## src/rtl/el_timing_pkg.sv

```systemverilog
// Shared types and saturating helpers for the early/late timing loop.
// Phase names, saturating |x| and saturating signed add.
package el_timing_pkg;

  typedef enum logic [1:0] {
    PH_EARLY  = 2'd0,
    PH_PROMPT = 2'd1,
    PH_LATE   = 2'd2,
    PH_SLACK  = 2'd3
  } ph_e;

  // |x| for a w-bit signed value; the most negative code maps to max.
  function automatic longint sat_abs(
    input longint x,
    input int     w
  );
    longint mn;
    mn = -(longint'(1) << (w - 1));
    if (x == mn) return -mn - 1;
    return (x < 0) ? -x : x;
  endfunction

  function automatic longint sat_add(
    input longint a,
    input longint b,
    input int     w
  );
    longint mx;
    longint sum;
    mx  = (longint'(1) << (w - 1)) - 1;
    sum = a + b;
    if (sum > mx) return mx;
    if (sum < -mx - 1) return -mx - 1;
    return sum;
  endfunction

endpackage

```

## src/rtl/el_ted_accum.sv

```systemverilog
// Early-late error detector: error, window integration, decision, lock.
// Decisions are combinational so the phase logic can latch them same edge.
module el_ted_accum
  import el_timing_pkg::*;
#(
  parameter int DW       = 16,
  parameter int ACC_W    = 24,
  parameter int NAVG     = 16,
  parameter int THRESH   = 1024,
  parameter int LOCK_CNT = 8
) (
  input  logic                    clk4,
  input  logic                    reset,
  input  logic                    late,
  input  logic signed [DW-1:0]    e_r,
  input  logic signed [DW-1:0]    x_in,
  output logic signed [ACC_W-1:0] ted_out,
  output logic                    ted_vld,
  output logic                    dec_adv,
  output logic                    dec_ret,
  output logic                    lock
);

  localparam int CW = (NAVG > 2) ? $clog2(NAVG) : 1;
  localparam int LW = $clog2(LOCK_CNT + 1);
  localparam logic signed [ACC_W-1:0] TH  = ACC_W'(THRESH);
  localparam logic signed [ACC_W-1:0] NTH = -TH;

  logic signed [ACC_W-1:0] acc;
  logic signed [ACC_W-1:0] s;
  logic        [CW-1:0]    cnt;
  logic        [LW-1:0]    lock_cnt;
  logic        [DW-1:0]    ae;
  logic        [DW-1:0]    al;
  logic signed [DW:0]      err;
  logic                    last;
  logic                    dec;

  assign ae   = DW'(sat_abs(longint'(e_r), DW));
  assign al   = DW'(sat_abs(longint'(x_in), DW));
  assign err  = $signed({1'b0, ae}) - $signed({1'b0, al});
  assign s    = ACC_W'(sat_add(longint'(acc), longint'(err), ACC_W));
  assign last = (cnt == CW'(NAVG - 1));
  assign dec  = late && last;

  assign dec_adv = dec && (s > TH);
  assign dec_ret = dec && (s < NTH);

  always_ff @(posedge clk4) begin
    if (!reset) begin
      acc      <= '0;
      cnt      <= '0;
      ted_out  <= '0;
      ted_vld  <= 1'b0;
      lock_cnt <= '0;
      lock     <= 1'b0;
    end else begin
      ted_vld <= 1'b0;
      lock    <= (lock_cnt == LW'(LOCK_CNT));
      if (late) begin
        if (last) begin
          ted_out <= s;
          ted_vld <= 1'b1;
          acc     <= '0;
          cnt     <= '0;
          if (dec_adv || dec_ret)
            lock_cnt <= '0;
          else if (lock_cnt != LW'(LOCK_CNT))
            lock_cnt <= lock_cnt + LW'(1);
        end else begin
          acc <= s;
          cnt <= cnt + CW'(1);
        end
      end
    end
  end

endmodule

```

## src/rtl/el_timing_ctrl.sv

```systemverilog
// Early/late symbol timing controller at 4x oversampling.
// Owns the phase counter, sample registers and slip scheduling.
module el_timing_ctrl
  import el_timing_pkg::*;
#(
  parameter int DW       = 16,
  parameter int ACC_W    = 24,
  parameter int NAVG     = 16,
  parameter int THRESH   = 1024,
  parameter int LOCK_CNT = 8
) (
  input  logic                    clk4,
  input  logic                    reset,
  input  logic                    en,
  input  logic signed [DW-1:0]    x_in,
  output logic signed [DW-1:0]    sym_out,
  output logic                    sym_vld,
  output logic signed [ACC_W-1:0] ted_out,
  output logic                    ted_vld,
  output logic                    phase_adv,
  output logic                    phase_ret,
  output logic                    lock
);

  ph_e                  ph;
  ph_e                  ph_nxt;
  logic signed [DW-1:0] e_r;
  logic                 adv_pend;
  logic                 ret_pend;
  logic                 ret_arm;
  logic                 adv_clr;
  logic                 ret_clr;
  logic                 late;
  logic                 dec_adv;
  logic                 dec_ret;

  assign late = en && (ph == PH_LATE);

  // A retard decided this symbol is armed at the next symbol's late slot.
  always_comb begin
    ph_nxt  = ph;
    adv_clr = 1'b0;
    ret_clr = 1'b0;
    if (en) begin
      unique case (ph)
        PH_EARLY:  ph_nxt = PH_PROMPT;
        PH_PROMPT: ph_nxt = PH_LATE;
        PH_LATE: begin
          if (adv_pend) begin
            ph_nxt  = PH_EARLY;
            adv_clr = 1'b1;
          end else begin
            ph_nxt = PH_SLACK;
          end
        end
        PH_SLACK: begin
          if (ret_arm) begin
            ph_nxt  = PH_SLACK;
            ret_clr = 1'b1;
          end else begin
            ph_nxt = PH_EARLY;
          end
        end
        default: ph_nxt = PH_EARLY;
      endcase
    end
  end

  always_ff @(posedge clk4) begin
    if (!reset) begin
      ph <= PH_EARLY;
    end else begin
      ph <= ph_nxt;
    end
  end

  always_ff @(posedge clk4) begin
    if (!reset) begin
      e_r       <= '0;
      sym_out   <= '0;
      sym_vld   <= 1'b0;
      phase_adv <= 1'b0;
      phase_ret <= 1'b0;
      adv_pend  <= 1'b0;
      ret_pend  <= 1'b0;
      ret_arm   <= 1'b0;
    end else begin
      sym_vld   <= en && (ph == PH_PROMPT);
      phase_adv <= adv_clr;
      phase_ret <= ret_clr;
      if (en && (ph == PH_EARLY))
        e_r <= x_in;
      if (en && (ph == PH_PROMPT))
        sym_out <= x_in;
      if (dec_adv)
        adv_pend <= 1'b1;
      else if (adv_clr)
        adv_pend <= 1'b0;
      if (dec_ret)
        ret_pend <= 1'b1;
      else if (ret_clr)
        ret_pend <= 1'b0;
      if (late && ret_pend)
        ret_arm <= 1'b1;
      else if (ret_clr)
        ret_arm <= 1'b0;
    end
  end

  el_ted_accum #(
    .DW      (DW),
    .ACC_W   (ACC_W),
    .NAVG    (NAVG),
    .THRESH  (THRESH),
    .LOCK_CNT(LOCK_CNT)
  ) u_accum (
    .clk4   (clk4),
    .reset  (reset),
    .late   (late),
    .e_r    (e_r),
    .x_in   (x_in),
    .ted_out(ted_out),
    .ted_vld(ted_vld),
    .dec_adv(dec_adv),
    .dec_ret(dec_ret),
    .lock   (lock)
  );

endmodule

```

## config.mk

```make
export PLATFORM = sky130hd
export DESIGN_NAME = el_timing_ctrl
export DESIGN_NICKNAME = d
export VERILOG_FILES = /design/src/rtl/el_timing_pkg.sv /design/src/rtl/el_ted_accum.sv /design/src/rtl/el_timing_ctrl.sv
export SDC_FILE = /design/constraint.sdc
export NUM_CORES = 1
export LEC_CHECK = 0
export BUFFER_PORTS_ARGS = -buffer_cell sky130_fd_sc_hd__buf_4
export CORE_MARGIN = 1
export CORE_UTILIZATION = 40
export CTS_CLUSTER_DIAMETER = 200
export DETAILED_ROUTE_END_ITERATION = 12
export GPL_ROUTABILITY_DRIVEN = 1
export GPL_TIMING_DRIVEN = 0
export PLACE_DENSITY = 0.7
export SLEW_MARGIN = 10
export SYNTH_ARGS = -nofsm -noshare
export SYNTH_HDL_FRONTEND = slang
export SYNTH_SLANG_ARGS = --single-unit
export TNS_END_PERCENT = 5
```

## constraint.sdc

```tcl
create_clock -name clk4 -period 7.05 [get_ports clk4]
set_input_delay 0 -clock clk4 [delete_from_list [all_inputs] [get_ports clk4]]
set_output_delay 0 -clock clk4 [all_outputs]
set_load 0.03 [all_outputs]
```

Word level (Yosys, flattened, before mapping)
Cells that the tools add are included.
- output and inout port bits: 45
- flip-flop bits (word level): 98
- logic and storage cells: 85
- add/subtract/negate cells: 6
- order comparisons: 6
- equality and inequality tests: 8
- reduce and logical (&&, ||, !) cells: 16
- mux-type cells: 34
- operators by type and width (cell ; number):
    $mux 24 ; 4
    $mux 16 ; 4
    $eq 16x16->1 const B ; 2
    $lt 16x1->1 const B ; 2
    $neg 16->16 ; 2
    $mux 15 ; 2
    $add 24x17->25 ; 1
    $gt 25x24->1 const B ; 1
    $lt 25x24->1 const B ; 1
    $gt 24x12->1 const B ; 1
    $lt 24x11->1 const B ; 1
    $mux 23 ; 1
    $mux 1 ; 17
    $sub 16x16->17 ; 1
    $mux 4 ; 3
    $add 4x1->4 const B ; 2
    $eq 4x4->1 const B ; 2
    $pmux 2 s4 ; 1
    $reduce_bool 2->1 ; 4
    $logic_and 1x1->1 ; 7
    $eq 2x2->1 const B ; 2
    $mux 2 ; 2
    $ne 4x4->1 const B ; 1
    $reduce_and 2->1 ; 2
    4 further kinds ; 4

Logic depth before layout (Yosys ltp)
- depth in word-level cells: 15
- depth in mapped cells: 34
- gate-level depth less buffers: 32

Hierarchy
From an unflattened synthesis, not the netlist that was laid out.
- cells, all modules: 898
- area total of the unflattened synthesis: 7144.4 um^2
- modules (own cells, without submodules) (module ; cells each ; seq. area each (um^2) ; area each (um^2) ; instances):
    el_ted_accum ; 740 ; 1161.1 ; 5582.9 ; 1
    el_timing_ctrl ; 158 ; 800.8 ; 1561.5 ; 1

Least setup slack after synthesis
Ideal clock, no wire load.
- path type: flip-flop to flip-flop
- from: register e_r[1]
- to: register ret_pend
- path slack: 0.245 ns
- required time: 6.935 ns
- clock period less this slack: 6.805 ns
- arrival: 6.690 ns
- buffers on the path: 1
- setup time: 0.115 ns
- stages on the path, launching flop included: 32
- cell sequence: dfxtp_1 inv_1 ha_1 nand2_1 or3_1 or3_1 nand2b_1 or2_0 clkbuf_1 nand2_1 ha_1 a21o_1 a21oi_1 o21bai_1 a21oi_1 o21bai_1 a211o_1 a21o_1 a21oi_1 o21ai_0 a31oi_1 ha_1 a21oi_1 o21ai_0 mux2_2 a21o_1 a211oi_2 nand4_1 or4_1 nor4_2 o31ai_1 and2_1
- cells in the longest elaborated chain, start to end: 13
- elaborated cells between the ends (all ways): 22
- RTL lines (what ; RTL line ; text):
    start: declaration ; el_timing_ctrl.sv:27 ; logic signed [DW-1:0] e_r;
    start signal: assignment ; el_timing_ctrl.sv:92 ; e_r <= x_in;
    $neg 16->16, or another cell as far along ; el_timing_pkg.sv:20 ; return (x < 0) ? -x : x;
    $mux 16, or another cell as far along ; el_timing_pkg.sv:20 ;
    $mux 16 (*) ; el_timing_pkg.sv:20 ;
    $sub 16x16->17 (*) ; el_ted_accum.sv:41 ; assign err = $signed({1'b0, ae}) - $signed({1'b0, al});
    $add 24x17->25 (*) ; el_timing_pkg.sv:31 ; sum = a + b;
    $gt 25x24->1 or $lt 25x24->1 (tied branches) ; el_timing_pkg.sv:32, el_timing_pkg.sv:33 ;
    $mux 23 or $mux 1 (tied branches) ; el_timing_pkg.sv:32, el_timing_pkg.sv:33 ;
    $mux 24 or $mux 1 (tied branches) ; el_timing_pkg.sv:33 ; if (sum < -mx - 1) return -mx - 1;
    $mux 24 ; el_timing_pkg.sv:34 ; return sum;
    $mux 24 (*) ; el_timing_pkg.sv:33 ;
    $lt 24x11->1 (*) ; el_ted_accum.sv:47 ; assign dec_ret = dec && (s < NTH);
    $logic_and 1x1->1 (*) ; el_ted_accum.sv:47 ;
    $mux 1 or $reduce_bool 2->1 (tied branches) ; n/a ;
    end signal: assignment ; el_timing_ctrl.sv:85 ; ret_pend <= 1'b0;
    end signal: assignment ; el_timing_ctrl.sv:100 ; ret_pend <= 1'b1;
    end signal: assignment ; el_timing_ctrl.sv:102 ; ret_pend <= 1'b0;
    end: declaration ; el_timing_ctrl.sv:29 ; logic ret_pend;
Mark *: on every way between the ends. The rest lies on a longest branch, timed or not. The select of a mux whose other input is x is not followed.
A chain may end at the register's enable or synchronous reset.

Final worst setup path
Same ends and word-level chain as after synthesis.

==> results_dict.tcl <==
set metrics [dict create \
    nFillCells 1608 \
    syn_inst 885 \
    grt_pass1_wl_um 30500 \
    drt_wl_total_um 18900 \
    post_layout_nonfiller_instances 1209 \
    setup_viol 0 \
    clockBufferDepth 2 \
    cts.clk_slew.worst_paths_ps 80 \
    nNetsFinal 1051 \
    hold_start "x_in[10]" \
    ff_latch_area_sq_mm 0.00196 \
    ys_ff_latch 98 \
    power_leakage_nw 3.45 \
    rows 47 \
    setup_tns_ps 0 \
    fin_crit_sh_pct 97.0 \
    yosysMostFrequentCell "nand2_1" \
    ys_types 74 \
    cts_tree "done" \
    powerDensity_mw_per_mm2 249 \
    antenna_found_initial 0 \
    grt_overflow 0 \
    synth_common_cells "165 x nand2_1, 98 x dfxtp_1, 93 x nor2_1" \
    yosys-top-cells-area "dfxtp_1 29%, nand2_1 9.1%, ha_1 8.5%, a21oi_1 6.3%, nor2_1 5.1%" \
    numClockSinks 98 \
    power_mw 2.06 \
    syn_nets 952 \
    cp_data_arrival_time_ps 7090 \
    regToRegSetupSlack_ps 210 \
    drtAntennaViolNets 0 \
    synth_top_cell_area_share_pct 28.9 \
    multi_input_area_sq_mm 0.00473 \
    drv_slew 0 \
    routed_via_density 5.44 \
    die-height_um 132 \
    fin_skew_ps 11.4 \
    initialDrtViolationCount 393 \
    yosys.area.top_type "dfxtp_1" \
    async_flop_share_pct 0 \
    place_ws_ps -1090 \
    portBuffers 60 \
    dieArea_sq_mm 0.0175 \
    numCtsBuffers 9 \
    cp_slowest_cell "or4b_2" \
    crit_fanout 6 \
    criticalPathCategory "flop to flop" \
    num_antenna_cells 0 \
    r2r_end "ret_pend" \
    clock_latency_ps 360 \
    drive_gt1_share_pct 17.7 \
    relSlewSlack_pct 46.3 \
    core-area_sq_mm 0.0166 \
    wl_per_cell_um 15.6 \
    synth_edf_count 0 \
    htreeDepth 3 \
    rr_startpoint "e_r[1]" \
    grt_use_total_pct 21.5 \
    vias 6579 \
    syn_area_per_cell_sq_um 7.66 \
    synthFlopType "dfxtp_1" \
    fin_ws_ps 210 \
    finalHoldViolCount 0 \
    cpPeakStageDelay_ps 630 \
    dp_hpwl_um 14400 \
    yosysWarningCount 0 \
    status "completed" \
    whs_endpoint "e_r[10]" \
    drc 0 \
    grt_max_degree 20 \
    min_period_ps 6840 \
    syn_area_sq_mm 0.00678 \
    cp-end-kind "flop" \
    dp.cells 1165 \
    chipWidth_um 132 \
    tightestPinTransition_ps 804 \
    r2r_cells 30 \
    seq_area_frac_synth_pct 28.9 \
    crit_path_start_kind "flop" \
    drv_cap 0 \
    root_buffer "clkbuf_16" \
    grt_pass1_vias 6091 \
    syn_to_final_growth_pct 22.1 \
    fmax_ghz 0.146 \
    peakVddDrop_v 0.000161 \
    drtPass1Iterations 5 \
    cp.required_ps 7300 \
    ios 64 \
    hold_class "input pin to flop" \
    gp_congestion 0.884 \
    initial_core_util_pct 40.9 \
    holdPathStages 3 \
]
[worst max path at each step]
| stage | start | to |
|---|---|---|
| 5_1_grt | e_r[1] | ret_pend |
| 3_3_place_gp | e_r[0] | ret_pend |
| 3_5_place_dp | e_r[1] | ret_pend |
| 2_1_floorplan | e_r[1] | ret_pend |
| 6_report | e_r[1] | ret_pend |
| 4_1_cts | e_r[1] | ret_pend |
[flip-flops by register name, summed over array words and instances, names as in the netlist]
register and count:
u_accum.acc 24, u_accum.ted_out 24, e_r 16, sym_out 16
u_accum.cnt 4, u_accum.lock_cnt 4, ph 2, adv_pend 1
phase_adv 1, phase_ret 1, ret_arm 1, ret_pend 1
sym_vld 1, u_accum.lock 1, u_accum.ted_vld 1
[cells by family (layout without fill, tap and decap cells)]
logic type      after synthesis  in the layout  share of synthesized area [%]
simple gates                365            365                           24.9
flops                        98             98                           28.9
mux                           2              2                          0.314
compound gates              250            250                           25.5
xor+xnor                     54             54                           6.97
buf+inv                      66            170                           3.98
fa+ha+maj                    50             50                           9.37
[layer usage]
layer,track usage (%),vias to the layer above,part of all wire [%]
li1,-,3316,-
met1,28.4,3039,46
met2,35.9,191,47
met3,3.11,33,5.1
met4,6.77,0,2.3
met5,0,-,0
[what timing repair did]
item                                   in CTS  in global routing
resized for setup                          25                 25
pin swaps                                  10                 16
hold buffers                               15                  0
buffers inserted                            4                  9
endpoints found under the hold margin      34                  0
setup endpoints to repair                  53                 45
[report_power, final]
part | internal (mW) | switching, mW
registers | 0.570 | 0.0144
logic | 0.375 | 0.567
clock network | 0.286 | 0.247
[placed cells by master (no fill, tap or decap), types with 5 or more instances in the layout]
cell	instances
and2_1	7
a21oi_1	78
nand2b_1	6
o31ai_1	6
nor2b_1	5
clkbuf_1	32
nor2_1	92
a21o_1	21
inv_1	21
a31oi_1	5
xnor2_1	29
or3_1	10
ha_1	40
nand2_1	165
nand3_1	7
a22oi_1	20
dfxtp_1	98
a211oi_2	5
o21a_1	7
a21oi_2	10
clkbuf_16	9
dlygate4sd3_1	15
o21ai_0	33
or2_2	7
nor3_1	14
a31o_2	5
buf_4	73
a211oi_4	5
and3_1	10
a211oi_1	9
xor2_1	22
[worst max-delay path, delay by kind of cell (launching register included)]
| kind | cells | cell delay [ps] |
|---|---|---|
| compound gates | 10 | 1720 |
| fa+ha+maj | 3 | 770 |
| buf+inv | 2 | 260 |
| flops | 1 | 340 |
| simple gates | 15 | 3650 |
[stage by stage]
step	utilization (%)	hold WS (ps)	cell area, sq um
2_1_floorplan	-	122	6780
3_3_place_gp	45.3	290	7510
3_5_place_dp	45.3	296	7510
4_1_cts	48.9	27.3	8110
5_1_grt	50.0	97.2	8280
6_report	50.0	54.5	8280
[area by class of cell]
type / count / area share (%)
Tap cell: 220 / 3.32
Inverter: 22 / 0.997
Clock buffer: 9 / 2.72
Multi-Input combinational cell: 721 / 57.1
Buffer: 44 / 2.42
Sequential cell: 98 / 23.7
Timing Repair Buffer: 88 / 8.58
Clock inverter: 7 / 1.15
No activity file was read; power rests on OpenSTA's default activity.
